<file path="src/rtl/imm_decode_pkg.sv">
// Shared types and constants for the immediate-decode pipeline stage:
// base RV32I/RV64I major opcodes, the immediate format code and the
// XLEN-independent part of a pipeline entry.
package imm_decode_pkg;

  localparam logic [6:0] LUI       = 7'b0110111;
  localparam logic [6:0] AUIPC     = 7'b0010111;
  localparam logic [6:0] JAL       = 7'b1101111;
  localparam logic [6:0] JALR      = 7'b1100111;
  localparam logic [6:0] BRANCH    = 7'b1100011;
  localparam logic [6:0] LOAD      = 7'b0000011;
  localparam logic [6:0] STORE     = 7'b0100011;
  localparam logic [6:0] OP_IMM    = 7'b0010011;
  localparam logic [6:0] OP        = 7'b0110011;
  localparam logic [6:0] OP_IMM_32 = 7'b0011011;
  localparam logic [6:0] OP_32     = 7'b0111011;

  typedef enum logic [2:0] {
    IMM_I     = 3'd0,
    IMM_S     = 3'd1,
    IMM_B     = 3'd2,
    IMM_U     = 3'd3,
    IMM_J     = 3'd4,
    IMM_SHAMT = 3'd5,
    IMM_NONE  = 3'd6
  } imm_fmt_t;

  // Width-independent payload; the XLEN-wide fields live in the top module.
  typedef struct packed {
    logic [31:0] instr;
    imm_fmt_t    fmt;
    logic        illegal;
  } entry_meta_t;

  // funct3 encodings of the immediate shifts (slli/srli/srai and W forms).
  function automatic logic is_shift_funct3(input logic [2:0] funct3);
    return (funct3 == 3'b001) || (funct3 == 3'b101);
  endfunction

endpackage

</file>
<file path="src/rtl/imm_decode_stage_if.sv">
// Handshake bundle of the immediate-decode stage: upstream valid/ready
// with instruction and PC, downstream valid/ready with the decoded entry.
// With IMM_TARGET_CALC_EN defined the bundle also carries out_target.
// XLEN must match the XLEN of the stage it is connected to.
interface imm_decode_stage_if #(
  parameter int XLEN = 32
);
  import imm_decode_pkg::*;

  logic            in_valid;
  logic            in_ready;
  logic [31:0]     in_instr;
  logic [XLEN-1:0] in_pc;

  logic            out_valid;
  logic            out_ready;
  logic [31:0]     out_instr;
  logic [XLEN-1:0] out_pc;
  logic [XLEN-1:0] out_imm;
  imm_fmt_t        out_fmt;
  logic            out_illegal;
`ifdef IMM_TARGET_CALC_EN
  logic [XLEN-1:0] out_target;
`endif

  // Producer/consumer side (fetch upstream, register read downstream).
  modport master (
    output in_valid, in_instr, in_pc, out_ready,
    input  in_ready, out_valid, out_instr, out_pc, out_imm, out_fmt, out_illegal
`ifdef IMM_TARGET_CALC_EN
    , input out_target
`endif
  );

  // The decode stage itself.
  modport slave (
    input  in_valid, in_instr, in_pc, out_ready,
    output in_ready, out_valid, out_instr, out_pc, out_imm, out_fmt, out_illegal
`ifdef IMM_TARGET_CALC_EN
    , output out_target
`endif
  );

endinterface

</file>
<file path="src/rtl/imm_decode_stage_imm_extract.sv">
// Purely combinational immediate extraction: classifies the instruction
// format from its opcode and produces the XLEN-wide immediate plus an
// illegal flag for opcodes (or shift amounts) this XLEN does not support.
module imm_extract
  import imm_decode_pkg::*;
#(
  parameter int XLEN = 32
) (
  input  logic [31:0]     instr_i,
  output logic [XLEN-1:0] imm_o,
  output imm_fmt_t        fmt_o,
  output logic            illegal_o
);

  localparam int SHAMT_W = $clog2(XLEN);

  logic [6:0]         opcode;
  logic [2:0]         funct3;
  logic signed [31:0] imm_i;
  logic signed [31:0] imm_s;
  logic signed [31:0] imm_b;
  logic signed [31:0] imm_u;
  logic signed [31:0] imm_j;

  assign opcode = instr_i[6:0];
  assign funct3 = instr_i[14:12];

  // Raw 32-bit signed immediates; widened to XLEN with a signed size cast.
  assign imm_i = {{20{instr_i[31]}}, instr_i[31:20]};
  assign imm_s = {{20{instr_i[31]}}, instr_i[31:25], instr_i[11:7]};
  assign imm_b = {{19{instr_i[31]}}, instr_i[31], instr_i[7], instr_i[30:25],
                  instr_i[11:8], 1'b0};
  assign imm_u = {instr_i[31:12], 12'b0};
  assign imm_j = {{11{instr_i[31]}}, instr_i[31], instr_i[19:12], instr_i[20],
                  instr_i[30:21], 1'b0};

  // Opcode classification and immediate selection.
  always_comb begin
    imm_o     = '0;
    fmt_o     = IMM_NONE;
    illegal_o = 1'b0;
    case (opcode)
      LUI, AUIPC: begin
        fmt_o = IMM_U;
        imm_o = XLEN'(imm_u);
      end
      JAL: begin
        fmt_o = IMM_J;
        imm_o = XLEN'(imm_j);
      end
      JALR, LOAD: begin
        fmt_o = IMM_I;
        imm_o = XLEN'(imm_i);
      end
      STORE: begin
        fmt_o = IMM_S;
        imm_o = XLEN'(imm_s);
      end
      BRANCH: begin
        fmt_o = IMM_B;
        imm_o = XLEN'(imm_b);
      end
      OP_IMM: begin
        if (is_shift_funct3(funct3)) begin
          // On RV32 bit 25 would be shamt[5], which does not exist.
          fmt_o     = IMM_SHAMT;
          imm_o     = XLEN'(instr_i[20 +: SHAMT_W]);
          illegal_o = (XLEN == 32) && instr_i[25];
        end else begin
          fmt_o = IMM_I;
          imm_o = XLEN'(imm_i);
        end
      end
      OP: begin
        fmt_o = IMM_NONE;
      end
      OP_IMM_32: begin
        if (XLEN == 64) begin
          if (is_shift_funct3(funct3)) begin
            // W-form shifts only have a 5-bit shift amount.
            fmt_o     = IMM_SHAMT;
            imm_o     = XLEN'(instr_i[24:20]);
            illegal_o = instr_i[25];
          end else begin
            fmt_o = IMM_I;
            imm_o = XLEN'(imm_i);
          end
        end else begin
          illegal_o = 1'b1;
        end
      end
      OP_32: begin
        illegal_o = (XLEN != 64);
      end
      default: begin
        illegal_o = 1'b1;
      end
    endcase
  end

endmodule

</file>
<file path="src/rtl/imm_decode_stage.sv">
// Registered immediate-generation stage between fetch and register read.
// One instruction+PC per handshake; one cycle later the stage presents the
// sign/zero-extended immediate, its format code and an illegal flag.
// A main register M drives the outputs and a skid register S absorbs the
// one entry that can arrive while M is stalled, so in_ready depends only on
// local state and full throughput is kept under out_ready=1.
// Optional build macro IMM_TARGET_CALC_EN adds out_target = pc + imm for
// AUIPC, JAL and branches, computed before the registers.
module imm_decode_stage
  import imm_decode_pkg::*;
#(
  parameter int XLEN = 32
) (
  input logic              clk,
  input logic              reset,
  input logic              flush,
  imm_decode_stage_if.slave bus
);

  typedef struct packed {
    entry_meta_t     meta;
    logic [XLEN-1:0] pc;
    logic [XLEN-1:0] imm;
`ifdef IMM_TARGET_CALC_EN
    logic [XLEN-1:0] target;
`endif
  } entry_t;

  logic [XLEN-1:0] ext_imm;
  imm_fmt_t        ext_fmt;
  logic            ext_illegal;

  entry_t in_entry;
  entry_t m_q, m_d;
  entry_t s_q, s_d;
  logic   m_valid_q, m_valid_d;
  logic   s_valid_q, s_valid_d;
  logic   accept;

  imm_extract #(
    .XLEN (XLEN)
  ) u_extract (
    .instr_i   (bus.in_instr),
    .imm_o     (ext_imm),
    .fmt_o     (ext_fmt),
    .illegal_o (ext_illegal)
  );

  assign accept = bus.in_valid && !s_valid_q;

  // Assemble the entry that would be captured this cycle.
  always_comb begin
    in_entry              = '0;
    in_entry.meta.instr   = bus.in_instr;
    in_entry.meta.fmt     = ext_fmt;
    in_entry.meta.illegal = ext_illegal;
    in_entry.pc           = bus.in_pc;
    in_entry.imm          = ext_imm;
`ifdef IMM_TARGET_CALC_EN
    if ((ext_fmt == IMM_J) || (ext_fmt == IMM_B) ||
        ((ext_fmt == IMM_U) && (bus.in_instr[6:0] == AUIPC))) begin
      in_entry.target = bus.in_pc + ext_imm;
    end
`endif
  end

  // M/S occupancy and data movement; flush wins over everything.
  always_comb begin
    m_valid_d = m_valid_q;
    s_valid_d = s_valid_q;
    m_d       = m_q;
    s_d       = s_q;
    if (flush) begin
      m_valid_d = 1'b0;
      s_valid_d = 1'b0;
    end else if (!m_valid_q || bus.out_ready) begin
      // M is free this cycle: refill from S first to keep order.
      if (s_valid_q) begin
        m_d       = s_q;
        m_valid_d = 1'b1;
        s_valid_d = 1'b0;
      end else if (accept) begin
        m_d       = in_entry;
        m_valid_d = 1'b1;
      end else begin
        m_valid_d = 1'b0;
      end
    end else if (accept) begin
      s_d       = in_entry;
      s_valid_d = 1'b1;
    end
  end

  // State registers; reset discards both entries immediately.
  always_ff @(posedge clk or posedge reset) begin
    if (reset) begin
      m_valid_q <= 1'b0;
      s_valid_q <= 1'b0;
      m_q       <= '0;
      s_q       <= '0;
    end else begin
      m_valid_q <= m_valid_d;
      s_valid_q <= s_valid_d;
      m_q       <= m_d;
      s_q       <= s_d;
    end
  end

  assign bus.in_ready    = !s_valid_q;
  assign bus.out_valid   = m_valid_q;
  assign bus.out_instr   = m_q.meta.instr;
  assign bus.out_pc      = m_q.pc;
  assign bus.out_imm     = m_q.imm;
  assign bus.out_fmt     = m_q.meta.fmt;
  assign bus.out_illegal = m_q.meta.illegal;
`ifdef IMM_TARGET_CALC_EN
  assign bus.out_target  = m_q.target;
`endif

endmodule

</file>
<file path="src/flat_wrapper.sv">
// flat-port wrapper written by rule: the top's interface ports become plain ports
module imm_decode_stage_flat import imm_decode_pkg::*;
#(
  parameter int XLEN = 32
)
  (clk, reset, flush, bus_in_valid, bus_in_instr, bus_in_pc, bus_out_ready, bus_in_ready, bus_out_valid, bus_out_instr, bus_out_pc, bus_out_imm, bus_out_fmt, bus_out_illegal);
  imm_decode_stage_if #(.XLEN(XLEN)) bus_i ();
  input logic clk;
  input logic reset;
  input logic flush;
  input wire logic [$bits(bus_i.in_valid)-1:0] bus_in_valid;
  input wire logic [$bits(bus_i.in_instr)-1:0] bus_in_instr;
  input wire logic [$bits(bus_i.in_pc)-1:0] bus_in_pc;
  input wire logic [$bits(bus_i.out_ready)-1:0] bus_out_ready;
  output wire logic [$bits(bus_i.in_ready)-1:0] bus_in_ready;
  output wire logic [$bits(bus_i.out_valid)-1:0] bus_out_valid;
  output wire logic [$bits(bus_i.out_instr)-1:0] bus_out_instr;
  output wire logic [$bits(bus_i.out_pc)-1:0] bus_out_pc;
  output wire logic [$bits(bus_i.out_imm)-1:0] bus_out_imm;
  output wire logic [$bits(bus_i.out_fmt)-1:0] bus_out_fmt;
  output wire logic [$bits(bus_i.out_illegal)-1:0] bus_out_illegal;
  assign bus_i.in_valid = bus_in_valid;
  assign bus_i.in_instr = bus_in_instr;
  assign bus_i.in_pc = bus_in_pc;
  assign bus_i.out_ready = bus_out_ready;
  assign bus_in_ready = bus_i.in_ready;
  assign bus_out_valid = bus_i.out_valid;
  assign bus_out_instr = bus_i.out_instr;
  assign bus_out_pc = bus_i.out_pc;
  assign bus_out_imm = bus_i.out_imm;
  assign bus_out_fmt = bus_i.out_fmt;
  assign bus_out_illegal = bus_i.out_illegal;
  imm_decode_stage #(.XLEN(XLEN)) u_core (.clk(clk), .reset(reset), .flush(flush), .bus(bus_i));
endmodule
</file>
<file path="config.mk">
export PLATFORM = sky130hd
export DESIGN_NAME = imm_decode_stage_flat
export DESIGN_NICKNAME = d
export VERILOG_FILES = /design/src/rtl/imm_decode_pkg.sv /design/src/rtl/imm_decode_stage_if.sv /design/src/rtl/imm_decode_stage_imm_extract.sv /design/src/rtl/imm_decode_stage.sv /design/src/flat_wrapper.sv
export SDC_FILE = /design/constraint.sdc
export NUM_CORES = 1
export LEC_CHECK = 0
export CAP_MARGIN = 20
export CORE_UTILIZATION = 52
export DETAILED_ROUTE_END_ITERATION = 6
export HOLD_SLACK_MARGIN = 0.03
export PLACE_DENSITY = 0.8
export SETUP_SLACK_MARGIN = 0.5
export SYNTH_ARGS = -nofsm -noshare
export SYNTH_HDL_FRONTEND = slang
export SYNTH_SLANG_ARGS = --single-unit
</file>
<file path="constraint.sdc">
create_clock -name clk -period 7.9 [get_ports clk]
set_input_delay 0.79 -clock clk [delete_from_list [all_inputs] [get_ports clk]]
set_output_delay 0.79 -clock clk [all_outputs]
set_load 0.005 [all_outputs]
</file>
Word level (Yosys, flattened, before mapping)
Cells that the tools add are included.

storage, ports and cells
  flip-flop bits (word level) = 202
  input bits = 69
  output and inout port bits = 102
  logic and storage cells = 53

cells by class
  eq/ne operators = 11
  multiplexer cells = 15
  bitwise logic cells = 2
  reduce and logical (&&, ||, !) cells = 13

operator list
  operator                                       number
  two-way mux 100 bit                            2
  one-hot mux 32 bit (6 select lines)            1
  two-way mux 32 bit                             1
  == test 7 x 6 -> 1 bit, second input constant  3
  == test 7 bit, second input constant           3
  one-hot mux 3 bit (6 select lines)             1
  == test 7 x 5 -> 1 bit, second input constant  2
  two-way mux 1 bit                              8
  OR reduction 8 bit                             1
  == test 7 x 2 -> 1 bit, second input constant  1
  AND reduction 3 bit                            2
  nonzero test 2 bit                             2
  OR reduction 2 bit                             2
  == test 3 x 1 -> 1 bit, second input constant  1
  == test 3 bit, second input constant           1
  two-way mux 3 bit                              1
  nonzero test 3 bit                             1
  zero test 1 bit                                2
  logical OR 1 bit                               2
  NOT 1 bit                                      2
  one-hot mux 1 bit (2 select lines)             1
  logical AND 1 bit                              1

Longest topological paths before layout
  depth in word-level cells = 6
  gate-level depth with buffers = 7
  mapped depth without buffers = 4

Modules after synthesis
From an unflattened synthesis, not the netlist that was laid out.

unflattened totals
  cell total of the unflattened synthesis = 638
  area total of the unflattened synthesis = 9960.8 µm²

by module, submodules not included
  module            instances  cells an instance  area an instance (µm²)  sequential area each (µm²)
  imm_decode_stage  1          545                9357.7                  5054.8
  imm_extract       1          93                 603.1                   0.0

Worst setup path after synthesis
No wires, ideal clock.

  kind = input to register
  from = in flush
  to = reg u_core.s_q[5] (netlist name)
  setup time = 121 ps
  arrival time = 1904 ps
  data required time = 7779 ps
  slack = 5875 ps
  stages = 6
  path buffers = 3
  cell sequence = buf_2 -> nor3b_2 -> nand2_1 -> buf_2 -> buf_2 -> a22o_1

between the ends
  cells in the longest elaborated chain, start to end = 2

RTL lines
  element                               RTL line                 source
  start: declaration                    flat_wrapper.sv:10       input logic flush;
  NOT 1 bit (no source line)            -
  AND reduction 3 bit (no source line)  -
  end signal: assignment                imm_decode_stage.sv:100  s_q <= '0;
  end signal: assignment                imm_decode_stage.sv:105  s_q <= s_d;
  end: declaration                      imm_decode_stage.sv:35   entry_t s_q, s_d;

Every way passes these cells.
A chain may end at the register's enable or synchronous reset.

Worst setup path in the final report
  from = reg u_core.s_valid_q
  to = reg u_core.s_q[17] (netlist name)

between the ends
  cells in the longest elaborated chain, start to end = 3

RTL lines
  element                               RTL line                 source
  start: declaration                    imm_decode_stage.sv:37   logic s_valid_q, s_valid_d;
  start signal: assignment              imm_decode_stage.sv:103  s_valid_q <= s_valid_d;
  zero test 1 bit                       imm_decode_stage.sv:49   assign accept = bus.in_valid && !s_valid_q;
  logical AND 1 bit                     imm_decode_stage.sv:49
  AND reduction 3 bit (no source line)  -

Every way passes these cells.

==> metrics.txt <==
status completed; DRC Markers 0; DPL Wire Length 14,340 µm; CP top delay family buffers and inverters; share of the synthesized area in the top cell type 56.46%; Area Overhead vs Synth 27.64%; Yosys reg bits 202; Post-synth EDFFs 0; TritonRoute pass-1 iters 5; Worst R2R Start u_core.s_valid_q$_DFFE_PP0P_; Syn Nets 987; Fin. Hold Viols 0; Port Buffer Count 170; postcts setup bufs 0; clock buffer depth 3; final wirelength 22,180 µm; setup TNS 0 ns; slowest cell on the critical path dfrtp_4; Slew Viols, Final 0; static leakage 5.033 nW; Final WS setup 4.303 ns; CTS clk-pin slew, worst paths 0.06 ns; fill count 1,278; cts hold-fix bufs 0; Critical Path End Type flip-flop; Cell Count, Final, Fillers Out 1,289; measured slew at the worst slew-check pin 1.086 ns; Power Density 241.4 nW/µm²; worst hold path type flip-flop to flip-flop; cell mode on critical path buf_4; io pins 171; Die X-Extent 133.2 µm; share of layout cells above drive strength 1 5.893%; tightest hold margin 0.4733 ns; CP max stage delay 0.88 ns; CTS sink cnt 202; n_diodes 0; fin crit share 45.53%; initial cell density of the core 53.60%; initial antenna violation count 0; vias 7,202; distinct cell type count after synthesis 50; max-cap viol count 0; Seq/Total Area, Yosys 56.46%; ys flop type dfrtp_1; Achievable Freq 278.0 MHz; worst path arrival time 3.95 ns; Worst Setup Start Kind flip-flop; CTS tree built; Clock Skews 0.01693 ns; grt ovf 0; endpoints failing setup 0; crit path time final 3.597 ns; Cells after Synth 918; Layout Nets 1,124; largest net degree at the start of global routing 131; CTS buffer count 21; post-CTS sizing 0; Multi-input gate area 3533 µm²; yosys warns 0; Mean Syn Cell Area 9.752 µm²; Die Y-Extent 133.2 µm; Routability Congestion 0.8466; Synth area leaders dfrtp_1, nand2_1, mux2i_1; Worst Setup SP u_core.s_valid_q$_DFFE_PP0P_; Slew HR 27.47%; global-route wire length before repair 35,830 µm; unrepaired setup endpoints after global routing false; crit path cell chain buf_4 -> nor3b_2 -> nand2_4 -> buf_4 -> nor3_2 -> a221o_1; worst-path maximum fanout 75; H-tree depth 1; Iter 0 DRT Violations 486; CP required 8.25 ns; hold path startpoint u_core.s_q[85]$_DFFE_PP0P_; FF-to-FF path depth 6; DR WL/cell 17.21 µm; async set-reset flop share out of synthesis 100.0%; drt via density 5.587; Worst R2R Setup Slack 4.30 ns; r2r endpoint u_core.s_q[17]$_DFFE_PP0P_; sequential cell area 5059 µm²; dpl cells 1,252; area leader, netlist dfrtp_1; core area 16,700 µm²; Total Routing Usage GR 25.13%; Root Driver clkbuf_16; Buf/Inv on CP 2; critical path class flip-flop to flip-flop; post-route ant nets 0; site row count 47; Clock Latency Late Sink 0.49 ns; Setup WS pre-CTS 3.833 ns; Synth Cell Area 8952 µm²; critical path endpoint u_core.s_q[17]$_DFFE_PP0P_; Crit. path cell count 6; vias in the first global route 7,063; Peak VDD IR 0.1400 mV; die area 17,740 µm²
## through the flow
step / power (mW) / util (%) / instance area (µm²)
4_1_cts: 2.777 / 68.42 / 11430
6_report: 2.759 / 68.42 / 11430
3_5_place_dp: 1.761 / 64.14 / 10710
2_1_floorplan: 1.504 / - / 8952
3_3_place_gp: 1.739 / 64.14 / 10710
5_1_grt: 2.887 / 68.42 / 11430
## cell usage in the layout, fill, tap and decap left out, types with 7 or more instances in the layout
cell type        synthesis  layout
o21ai_0                 65      65
a211oi_1                18      18
dfrtp_1                202     201
mux2i_1                 74      74
clkdlybuf4s50_1          0     170
nand2_1                280     279
clkbuf_8                 0       7
a211o_1                  9       9
o211ai_1                 7       7
clkbuf_16                0      21
o21ai_1                 15      15
nor2_1                  33      33
a221o_1                  9       9
buf_4                    1       7
a21oi_1                 32      32
inv_1                   22      21
nor3_1                  20      20
## cell type report
| cell class | instances | share of cell area (%) |
|---|---|---|
| clock buffer | 29 | 5.475 |
| clock inverter | 8 | 0.7884 |
| inverter | 22 | 0.7884 |
| multi-input combinational | 631 | 30.92 |
| sequential | 202 | 44.27 |
| tap | 220 | 2.409 |
| timing repair buffer | 177 | 15.35 |
## Yosys cell counts, drive strengths merged, types with 6 or more instances
cell	instances
nor2	36
o211ai	7
nor3	23
clkbuf	25
a21oi	33
mux2i	74
dfrtp	202
a211o	9
buf	38
a211oi	20
nand2	280
nor4	6
inv	22
o21ai	80
a22o	6
a221o	9
## layer usage
metal | track usage (%) | routed length (µm)
met5 | 0 | 0
met4 | 6.187 | 311
met3 | 4.680 | 1626
met2 | 41.24 | 10450
met1 | 34.69 | 9785
## registers in the layout, indices dropped and copies added, names as in the netlist
register,flops
u_core.bus.out_instr,32
u_core.bus.out_illegal,1
u_core.bus.out_valid,1
u_core.bus.out_fmt,3
u_core.s_q,100
u_core.bus.out_imm,32
u_core.s_valid_q,1
u_core.bus.out_pc,32
## tightest hold or removal path, stage by stage, from the launching register on
cell and delay [ns]:
dfrtp_1 0.34, nand2_1 0.05, nand2_1 0.05
## power by group
group          total [mW]  internal, mW  leakage [nW]  switching [mW]
logic               0.444         0.238          2.11           0.206
clock network        1.02         0.616         0.362           0.399
registers            1.30          1.20          2.56          0.0973
total                2.76          2.06          5.03           0.702
## kinds of logic (layout without fill, tap and decap cells)
family,after synthesis,count (layout),synth area share [%]
buf+inv,85,236,4.291
compound gates,180,180,12.79
mux,74,74,8.274
flops,202,202,56.46
simple gates,377,377,18.18
## worst min path at each step
stage	end	slack (ns)	depth (start not counted)
finish	u_core.s_q[85]$_DFFE_PP0P_	0.47	2
detailed placement	u_core.s_q[36]$_DFFE_PP0P_	0.46	2
global placement	u_core.s_q[57]$_DFFE_PP0P_	0.46	2
floorplan	u_core.s_q[32]$_DFFE_PP0P_	0.45	2
global route	u_core.s_q[65]$_DFFE_PP0P_	0.50	2
CTS	u_core.s_q[85]$_DFFE_PP0P_	0.48	2
(Power assumes the default switching activity.)
